--- src/rtl/jump_physics.sv ---
// jump_physics: vertical jump engine for the player sprite.
// A grounded/rising/falling state machine advances player_y and the speed
// magnitude once per rising edge of the can_jump strobe. The jump button is
// synchronised, edge-detected and latched as a launch request while grounded.
module jump_physics #(
    parameter int Y_WIDTH  = 10,
    parameter int GROUND_Y = 400,
    parameter int JUMP_VEL = 12,
    parameter int GRAVITY  = 1,
    parameter int MAX_FALL = 12
) (
    input  logic               proc_clk,
    input  logic               reset,
    input  logic               can_jump,
    input  logic               jump_btn,
    output logic [Y_WIDTH-1:0] player_y,
    output logic [7:0]         velocity,
    output logic [1:0]         state,
    output logic               in_air,
    output logic               landed
);

    typedef enum logic [1:0] {
        GROUNDED = 2'd0,
        RISING   = 2'd1,
        FALLING  = 2'd2
    } state_e;

    // Comparison width: wide enough for both y and speed plus a carry bit,
    // so y + speed never wraps before the ground test.
    localparam int CW = ((Y_WIDTH > 8) ? Y_WIDTH : 8) + 1;

    localparam logic [Y_WIDTH-1:0] GROUND_YV = Y_WIDTH'(GROUND_Y);
    localparam logic [CW-1:0]      GROUND_CW = CW'(GROUND_Y);
    localparam logic [7:0]         JUMP_V8   = 8'(JUMP_VEL);
    localparam logic [7:0]         GRAV8     = 8'(GRAVITY);
    localparam logic [7:0]         MAXF8     = 8'(MAX_FALL);

    // ------------------------------------------------------------------
    // State
    // ------------------------------------------------------------------
    logic               cj_q;
    logic               btn_s1_q, btn_s2_q, btn_s3_q;
    logic               req_q, req_d;
    state_e             state_q, state_d;
    logic [Y_WIDTH-1:0] y_q, y_d;
    logic [7:0]         vel_q, vel_d;
    logic               landed_q, landed_d;

    logic               tick;
    logic               press;

    // Datapath intermediates for the rise/fall arithmetic
    logic [CW-1:0]      y_ext;
    logic [CW-1:0]      v_ext;
    logic [CW-1:0]      rise_diff;
    logic [8:0]         v_sum;
    logic [7:0]         v_n;
    logic [CW-1:0]      fall_sum;

    // One update per strobe, however long can_jump stays high.
    assign tick  = can_jump & ~cj_q;
    // Rising edge of the synchronised button; a held button presses once.
    assign press = btn_s2_q & ~btn_s3_q;

    // Strobe edge-detect register
    always_ff @(posedge proc_clk or posedge reset) begin
        if (reset) cj_q <= 1'b0;
        else       cj_q <= can_jump;
    end

    // Two-flop synchroniser for the asynchronous button, plus an edge-detect stage
    always_ff @(posedge proc_clk or posedge reset) begin
        if (reset) begin
            btn_s1_q <= 1'b0;
            btn_s2_q <= 1'b0;
            btn_s3_q <= 1'b0;
        end else begin
            btn_s1_q <= jump_btn;
            btn_s2_q <= btn_s1_q;
            btn_s3_q <= btn_s2_q;
        end
    end

    // Launch request: a grounded press sets it (winning over a same-edge tick,
    // so the request survives to the next tick); any other tick consumes it.
    // Presses while airborne never set it.
    always_comb begin
        req_d = req_q;
        if (press && (state_q == GROUNDED)) req_d = 1'b1;
        else if (tick)                      req_d = 1'b0;
    end

    // Request latch
    always_ff @(posedge proc_clk or posedge reset) begin
        if (reset) req_q <= 1'b0;
        else       req_q <= req_d;
    end

    // Arithmetic shared by the next-state logic
    always_comb begin
        y_ext     = CW'(y_q);
        v_ext     = CW'(vel_q);
        rise_diff = y_ext - v_ext;
        v_sum     = {1'b0, vel_q} + {1'b0, GRAV8};
        v_n       = (v_sum > {1'b0, MAXF8}) ? MAXF8 : v_sum[7:0];
        fall_sum  = y_ext + CW'(v_n);
    end

    // Next-state and next-output logic; everything holds between ticks
    always_comb begin
        state_d  = state_q;
        y_d      = y_q;
        vel_d    = vel_q;
        landed_d = 1'b0;
        if (tick) begin
            unique case (state_q)
                GROUNDED: begin
                    // The launch tick only loads speed; y moves from the next tick.
                    if (req_q) begin
                        vel_d   = JUMP_V8;
                        state_d = RISING;
                    end
                end
                RISING: begin
                    if (y_ext < v_ext) begin
                        // Would pass the top of the screen: clamp to 0 and start falling.
                        y_d     = '0;
                        vel_d   = '0;
                        state_d = FALLING;
                    end else if (vel_q <= GRAV8) begin
                        // Last upward step: apex reached.
                        y_d     = Y_WIDTH'(rise_diff);
                        vel_d   = '0;
                        state_d = FALLING;
                    end else begin
                        y_d     = Y_WIDTH'(rise_diff);
                        vel_d   = vel_q - GRAV8;
                    end
                end
                FALLING: begin
                    if (fall_sum >= GROUND_CW) begin
                        y_d      = GROUND_YV;
                        vel_d    = '0;
                        state_d  = GROUNDED;
                        landed_d = 1'b1;
                    end else begin
                        y_d      = Y_WIDTH'(fall_sum);
                        vel_d    = v_n;
                    end
                end
                default: begin
                    // Unused encoding: recover to a clean grounded state.
                    y_d     = GROUND_YV;
                    vel_d   = '0;
                    state_d = GROUNDED;
                end
            endcase
        end
    end

    // Physics state registers; reset snaps the player to the ground at once
    always_ff @(posedge proc_clk or posedge reset) begin
        if (reset) begin
            state_q  <= GROUNDED;
            y_q      <= GROUND_YV;
            vel_q    <= '0;
            landed_q <= 1'b0;
        end else begin
            state_q  <= state_d;
            y_q      <= y_d;
            vel_q    <= vel_d;
            landed_q <= landed_d;
        end
    end

    assign player_y = y_q;
    assign velocity = vel_q;
    assign state    = state_q;
    assign in_air   = (state_q != GROUNDED);
    assign landed   = landed_q;

endmodule
--- config.mk ---
export PLATFORM = sky130hd
export DESIGN_NAME = jump_physics
export DESIGN_NICKNAME = d
export VERILOG_FILES = /design/src/rtl/jump_physics.sv
export SDC_FILE = /design/constraint.sdc
export NUM_CORES = 1
export LEC_CHECK = 0
export BUFFER_PORTS_ARGS = -buffer_cell sky130_fd_sc_hd__buf_2
export CORE_UTILIZATION = 29
export CTS_CLUSTER_SIZE = 8
export DETAILED_ROUTE_END_ITERATION = 6
export PLACE_DENSITY = 0.55
export SLEW_MARGIN = 20
export SYNTH_ARGS = -nofsm -noshare
export SYNTH_HDL_FRONTEND = slang
export SYNTH_SLANG_ARGS = --single-unit
--- constraint.sdc ---
create_clock -name proc_clk -period 7.3 [get_ports proc_clk]
set_clock_uncertainty 0.2 [all_clocks]
set_input_delay 0.73 -clock proc_clk [delete_from_list [all_inputs] [get_ports proc_clk]]
set_output_delay 0.73 -clock proc_clk [all_outputs]
set_load 0.01 [all_outputs]
==> out/metrics.yaml, run 1 <==
reg2reg_setup_slack_ns: 1.85
grt_overflow_total: 0
min_period_ns: 5.45
final_cell_mix: "26 x inv_1, 26 x o21ai_0, 25 x buf_2"
yosysTopAreaCell: "dfrtp_1"
peakVddDrop_mv: 0.182
crit_fanout: 13
ys_types: 69
crit_path_start_kind: "register"
drc_errors: 0
grt_pass1_vias: 2273
avgSynthCellArea_um2: 8.43
clock.fmax_mhz: 183
fin_crit_sh_pct: 74.7
n_antenna_cell: 0
start_util_pct: 30.5
min_from: "btn_s1_q"
synth-edff-count: 0
fillers: 905
syn_inst: 302
maxSlewHeadroom_pct: 48.3
gp_congestion: 0.834
ctsHtreeMaxLevel: 1
holdWs_ns: 0.160
crit_start: "velocity[0]"
worst_ep_required_time_ns: 7.26
port-buffer-count: 25
post_cts_buffers: 0
yosys_warnings: 0
cts_tree: "done"
areaGrowthSynthToFinish_pct: 11.1
antenna_found_initial: 0
vias: 2385
die_y_um: 95.7
post_drt_wl_per_cell_um: 16.7
rsz0062_at_grt: "false"
end_kind: "register"
ys_ff_latch: 26
async_flop_share_pct: 100
grt_pass1_wl_um: 11700
core_area_um2: 8340
fp-row-count: 33
yosys.area.top_type_share_pct: 22.6
cts-resized-gates: 0
viasPerCell: 5.52
power.leakage_nw: 1.28
drt_iter0_drc: 171
finalHoldViolCount: 0
yosysSeqAreaShare_pct: 25.7
drive_above_1_share_pct: 15.3
drt-pass1-iter-count: 4
cts_buffers: 3
dieWidth_um: 95.7
num-nets-final: 357
dieArea_um2: 9150
cp_data_arrival_time_ns: 5.41
drv_slew: 0
grt_start_max_net_pins: 27
drt-total-wl_um: 7220
synth.area.top_cells: "dfrtp_1 23%, ha_1 12%, o21ai_0 5.1%"
tns_ns: 0
cts_hold_buf: 0
holdCritPathClass: "register to register"
outcome: "finished clean"
clk_path_buf_depth: 2
io_pins: 26
largest_reg_flops: 10
r2r-start: "velocity[0]"
cts_root_buffer: "clkbuf_8"
dp_hpwl_um: 5660
grt_usage_pct: 16.5
worstMarginPinSlew_ns: 0.771
path_class: "register to register"
finalSetupViolCount: 0
drv_cap: 0
cts_sinks: 26
fin_util_pct: 33.9
synthFlopType: "dfrtp_1"
clk_pin_slew_ns: 0.10
clk_latency_ns: 0.28
powerDensity_nw_per_um2: 534
ant_nets: 0
netlist_area_um2: 2540
## kinds of logic (layout without fill, tap and decap cells)
kind of cell	Yosys count	count (layout)	share of synthesized area (%)
AOI/OAI and AO/OA	100	100	29.5
xor gates and xnor gates	12	12	4.13
adders and majority gates	26	26	13.0
buffers and inverters	35	57	5.90
DFF	26	26	25.7
muxes	3	3	1.38
other	1	4	0.147
and+or+nand+nor	99	99	20.2
## path summary, 6_finish.rpt
path,endpoint,cells after the start
worst max-delay path,state[1],14
worst min-delay path,btn_s2_q,0
worst max register to register,state[1],14
worst min register to register,btn_s2_q,0
max in group asynchronous,player_y[6],2
min in group asynchronous,velocity[7],2
## stage by stage
stage	power, W	std cells	setup slack [ns]	instance area, um2
2_1_floorplan	0.00112	305	2.47	2560
3_3_place_gp	0.00139	428	2.10	2770
3_5_place_dp	0.00140	428	1.99	2770
4_1_cts	0.00151	432	1.92	2830
5_1_grt	0.00165	432	1.49	2830
6_report	0.00151	432	1.85	2830
## power breakdown
| part | total, W | switching (W) | internal [W] |
|---|---|---|---|
| clock network | 0.0000966 | 0.0000483 | 0.0000483 |
| logic | 0.00111 | 0.000661 | 0.000452 |
| registers | 0.000299 | 0.0000992 | 0.000200 |
## synth_stat cells, types with 3 or more instances
master / count
a21o_1: 10
or3_1: 4
o22ai_1: 3
clkbuf_1: 6
nand2b_1: 5
nand2_1: 19
or2_2: 3
nor4_1: 8
nand3_1: 8
a21oi_1: 12
nor2b_1: 3
a22o_1: 3
a211o_1: 3
o21a_1: 5
o21ai_0: 26
inv_1: 27
dfstp_2: 3
nand4_1: 4
xnor2_1: 8
a22oi_1: 3
and2_1: 3
nor2_1: 19
dfrtp_1: 23
nor3_1: 13
xor2_1: 4
ha_1: 24
## cell type report
type | count | area [um2] | share of cell area, %
Sequential cell | 26 | 654 | 23.2
Clock buffer | 4 | 55.1 | 1.95
Multi-Input combinational cell | 244 | 1750 | 62.0
Tap cell | 105 | 131 | 4.65
Inverter | 27 | 101 | 3.59
Timing Repair Buffer | 26 | 133 | 4.69
## worst max-delay path, stage by stage, from the launching register on
cell and delay [ns]:
dfrtp_1 0.54, ha_1 0.33, or3_1 0.32, a2111o_1 0.43, and2_2 0.22, nor3_1 0.32, nand3_1 0.18, ha_1 0.40
a31o_2 0.27, a311oi_1 0.60, o22ai_1 0.17, nor3_1 0.44, o21ai_0 0.34, o21ai_4 0.26, mux2_4 0.31
## layer usage
layer | global-route usage [%] | wire length (um) | vias to the layer above | share of wire (%)
met5 | 0 | 0 | - | 0
met4 | 2.99 | 88 | 0 | 1.2
met1 | 23.6 | 3510 | 1140 | 49
met3 | 2.31 | 282 | 8 | 3.9
met2 | 26.5 | 3340 | 61 | 46
li1 | - | - | 1176 | -
No activity file was read; power rests on OpenSTA's default activity.
==> run 2, diff against run 1 <==
- ABC_AREA: unset -> 1
- PLACE_DENSITY: 0.55 -> 0.57
- clock period: 7.3 -> 4.58 ns (I/O delays scaled with it)
==> out/metrics.yaml, run 2 <==
ctsHtreeMaxLevel: 1
r2r-start: "velocity[0]"
fin_util_pct: 33.8
final_common_cell: "nand2_1"
cts_sinks: 26
crit_path_start_kind: "register"
combPwrFrac_pct: 72.9
drv_cap: 0
outcome: "finished clean"
cts_root_buffer: "clkbuf_8"
powerDensity_nw_per_um2: 791
syn_inst: 378
fin_crit_sh_pct: 84.2
grt_pass1_wl_um: 11300
power_frac_clock_pct: 6.8
grt_use_met3_pct: 2.31
gp_congestion: 0.855
reg2regPathDepth: 24
die_y_um: 95.5
yosysSeqAreaShare_pct: 25.8
cts-resized-gates: 0
synth.area.top_cells: "dfrtp_1 23%, nand2_1 16%, ha_1 12%"
post_drt_wl_per_cell_um: 13.3
rsz0062_at_grt: "false"
yosys.area.top_type_share_pct: 22.7
synthXorXnorAreaFrac_pct: 3.40
maxSlewHeadroom_pct: 43.6
areaGrowthSynthToFinish_pct: 11.1
clk_latency_ns: 0.27
num-nets-final: 435
synth-simple-area-share_pct: 37.4
clk_pin_slew_ns: 0.10
grt_pass1_vias: 2292
yosys_warnings: 0
cts_buffers: 3
reg2reg_setup_slack_ns: 0.72
core_area_um2: 8340
synthMuxAreaShare_pct: 0
synth-edff-count: 0
yosysTopAreaCell: "dfrtp_1"
end_kind: "register"
dieArea_um2: 9120
clk_path_buf_depth: 2
worst_ep_required_time_ns: 4.59
finalHoldViolCount: 0
synth-compound-area-share_pct: 10.3
start_util_pct: 30.4
intPower_w: 0.000966
min_period_ns: 3.86
total_power_w: 0.00223
synth_top_family_by_area: "simple AND/OR/NAND/NOR gates"
ant_nets: 0
ys_types: 36
holdCritPathClass: "input pin to async pin"
holdWs_ns: 0.0284
fp-row-count: 33
synth_common_cells: "110 x nand2_1, 56 x inv_1, 29 x nand3_1"
synthFlopType: "dfrtp_1"
tns_ns: 0
drt_iter0_drc: 155
use_met2_pct: 25.5
post_cts_buffers: 0
dieWidth_um: 95.5
sw_frac_of_total_pct: 56.7
clock.fmax_mhz: 259
cp_data_arrival_time_ns: 3.87
ys_ff_latch: 26
vias: 2477
viasPerCell: 4.86
busiest_layer: "met2"
drive_above_1_share_pct: 14.8
port-buffer-count: 25
drt-pass1-iter-count: 5
crit_fanout: 13
drt-total-wl_um: 6770
path_class: "register to register"
dp_hpwl_um: 5390
synth-adder-area-share_pct: 12.6
grt_start_max_net_pins: 27
power.leakage_nw: 1.55
synth_most_common_cell: "nand2_1"
largest_reg_flops: 10
worstMarginPinSlew_ns: 0.842
grt_overflow_total: 0
drc_errors: 0
switchingPower_w: 0.00126
n_antenna_cell: 0
seqPwrFrac_pct: 20.3
netlist_area_um2: 2540
finalSetupViolCount: 0
cts_hold_buf: 0
avgSynthCellArea_um2: 6.71
antenna_found_initial: 0
reg2reg_to: "state[0]"
peakVddDrop_mv: 0.260
final_cell_mix: "110 x nand2_1, 55 x inv_1, 29 x nand3_1"
cts_tree: "done"
async_flop_share_pct: 100
grt_usage_pct: 15.9
drv_slew: 0
use_met1_pct: 22.7
io_pins: 26
run 2: cell types whose count changed after synthesis, sizes merged, moves of 11 or more:
cell	previous run	this run
nand4	4	15
nor2	20	34
o21ai	27	13
nand2	19	119
inv	27	58
nand3	8	32
run 2: kinds of logic after synthesis:
kind of cell / after synthesis
flip-flops: 26
AO/OA/AOI/OAI: 44
adder cells (fa/ha/maj): 25
buffers and inverters: 63
XOR/XNOR: 9
AND/OR/NAND/NOR: 210
other: 1
run 2: area by class of cell:
class                           instances  area (um2)
Fill cell                             937        5520
Multi-Input combinational cell        292        1630
Sequential cell                        26         654
Inverter                               58         218
Tap cell                              105         131
Timing Repair Buffer                   25         125
Clock buffer                            4        55.1
run 2: worst max-delay path by stage:
stage           startpoint  slack, ns     endpoint  cells past startpoint
2_1_floorplan  velocity[0]       1.24  velocity[0]                     24
3_3_place_gp   velocity[0]       0.96  velocity[3]                     24
3_5_place_dp   velocity[0]       0.81     state[0]                     23
4_1_cts        velocity[0]       0.77     state[0]                     24
5_1_grt        velocity[0]       0.26     state[1]                     23
6_report       velocity[0]       0.72     state[0]                     24
run 2: per-layer routing:
metal,vias to the layer above,wire length (um),part of all wire [%]
met4,0,90,1.3
li1,1283,-,-
met3,8,309,4.6
met5,-,0,0
met1,1124,3360,50
met2,62,3020,45
run 2: power by group through the flow:
| stage | registers [W] | logic, W | clock network, W |
|---|---|---|---|
| final | 0.000451 | 0.00162 | 0.000152 |
| after global routing | 0.000469 | 0.00187 | 0.000167 |
| after CTS | 0.000453 | 0.00161 | 0.000158 |
| after detailed placement | 0.000458 | 0.00160 | 0 |
| after global placement | 0.000458 | 0.00159 | 0 |
| after floorplan | 0.000446 | 0.00124 | 0 |
run 2: metrics by stage:
stage	setup slack, ns	cells	area [um2]
CTS	0.772	510	2820
detailed placement	0.809	506	2760
floorplan	1.24	381	2550
global placement	0.964	506	2760
finish	0.723	510	2820
global route	0.260	510	2820
run 2: critical path: stages (launching register included):
cell and delay [ns]:
dfrtp_1 0.55, ha_1 0.24, nand2_2 0.09, nor2_2 0.15, nand2_1 0.07, nand2_1 0.09
nand3_1 0.11, nor2_1 0.18, nand2_1 0.12, ha_1 0.35, a21oi_1 0.20, o21ai_0 0.10
inv_1 0.09, nor2_1 0.04, a211oi_1 0.23, o21ai_2 0.10, nand2_1 0.10, nand2_1 0.06
nand2_1 0.06, nand2_1 0.05, inv_2 0.20, nand3_2 0.16, nand3_1 0.14, nand2_1 0.07
nand2_1 0.05
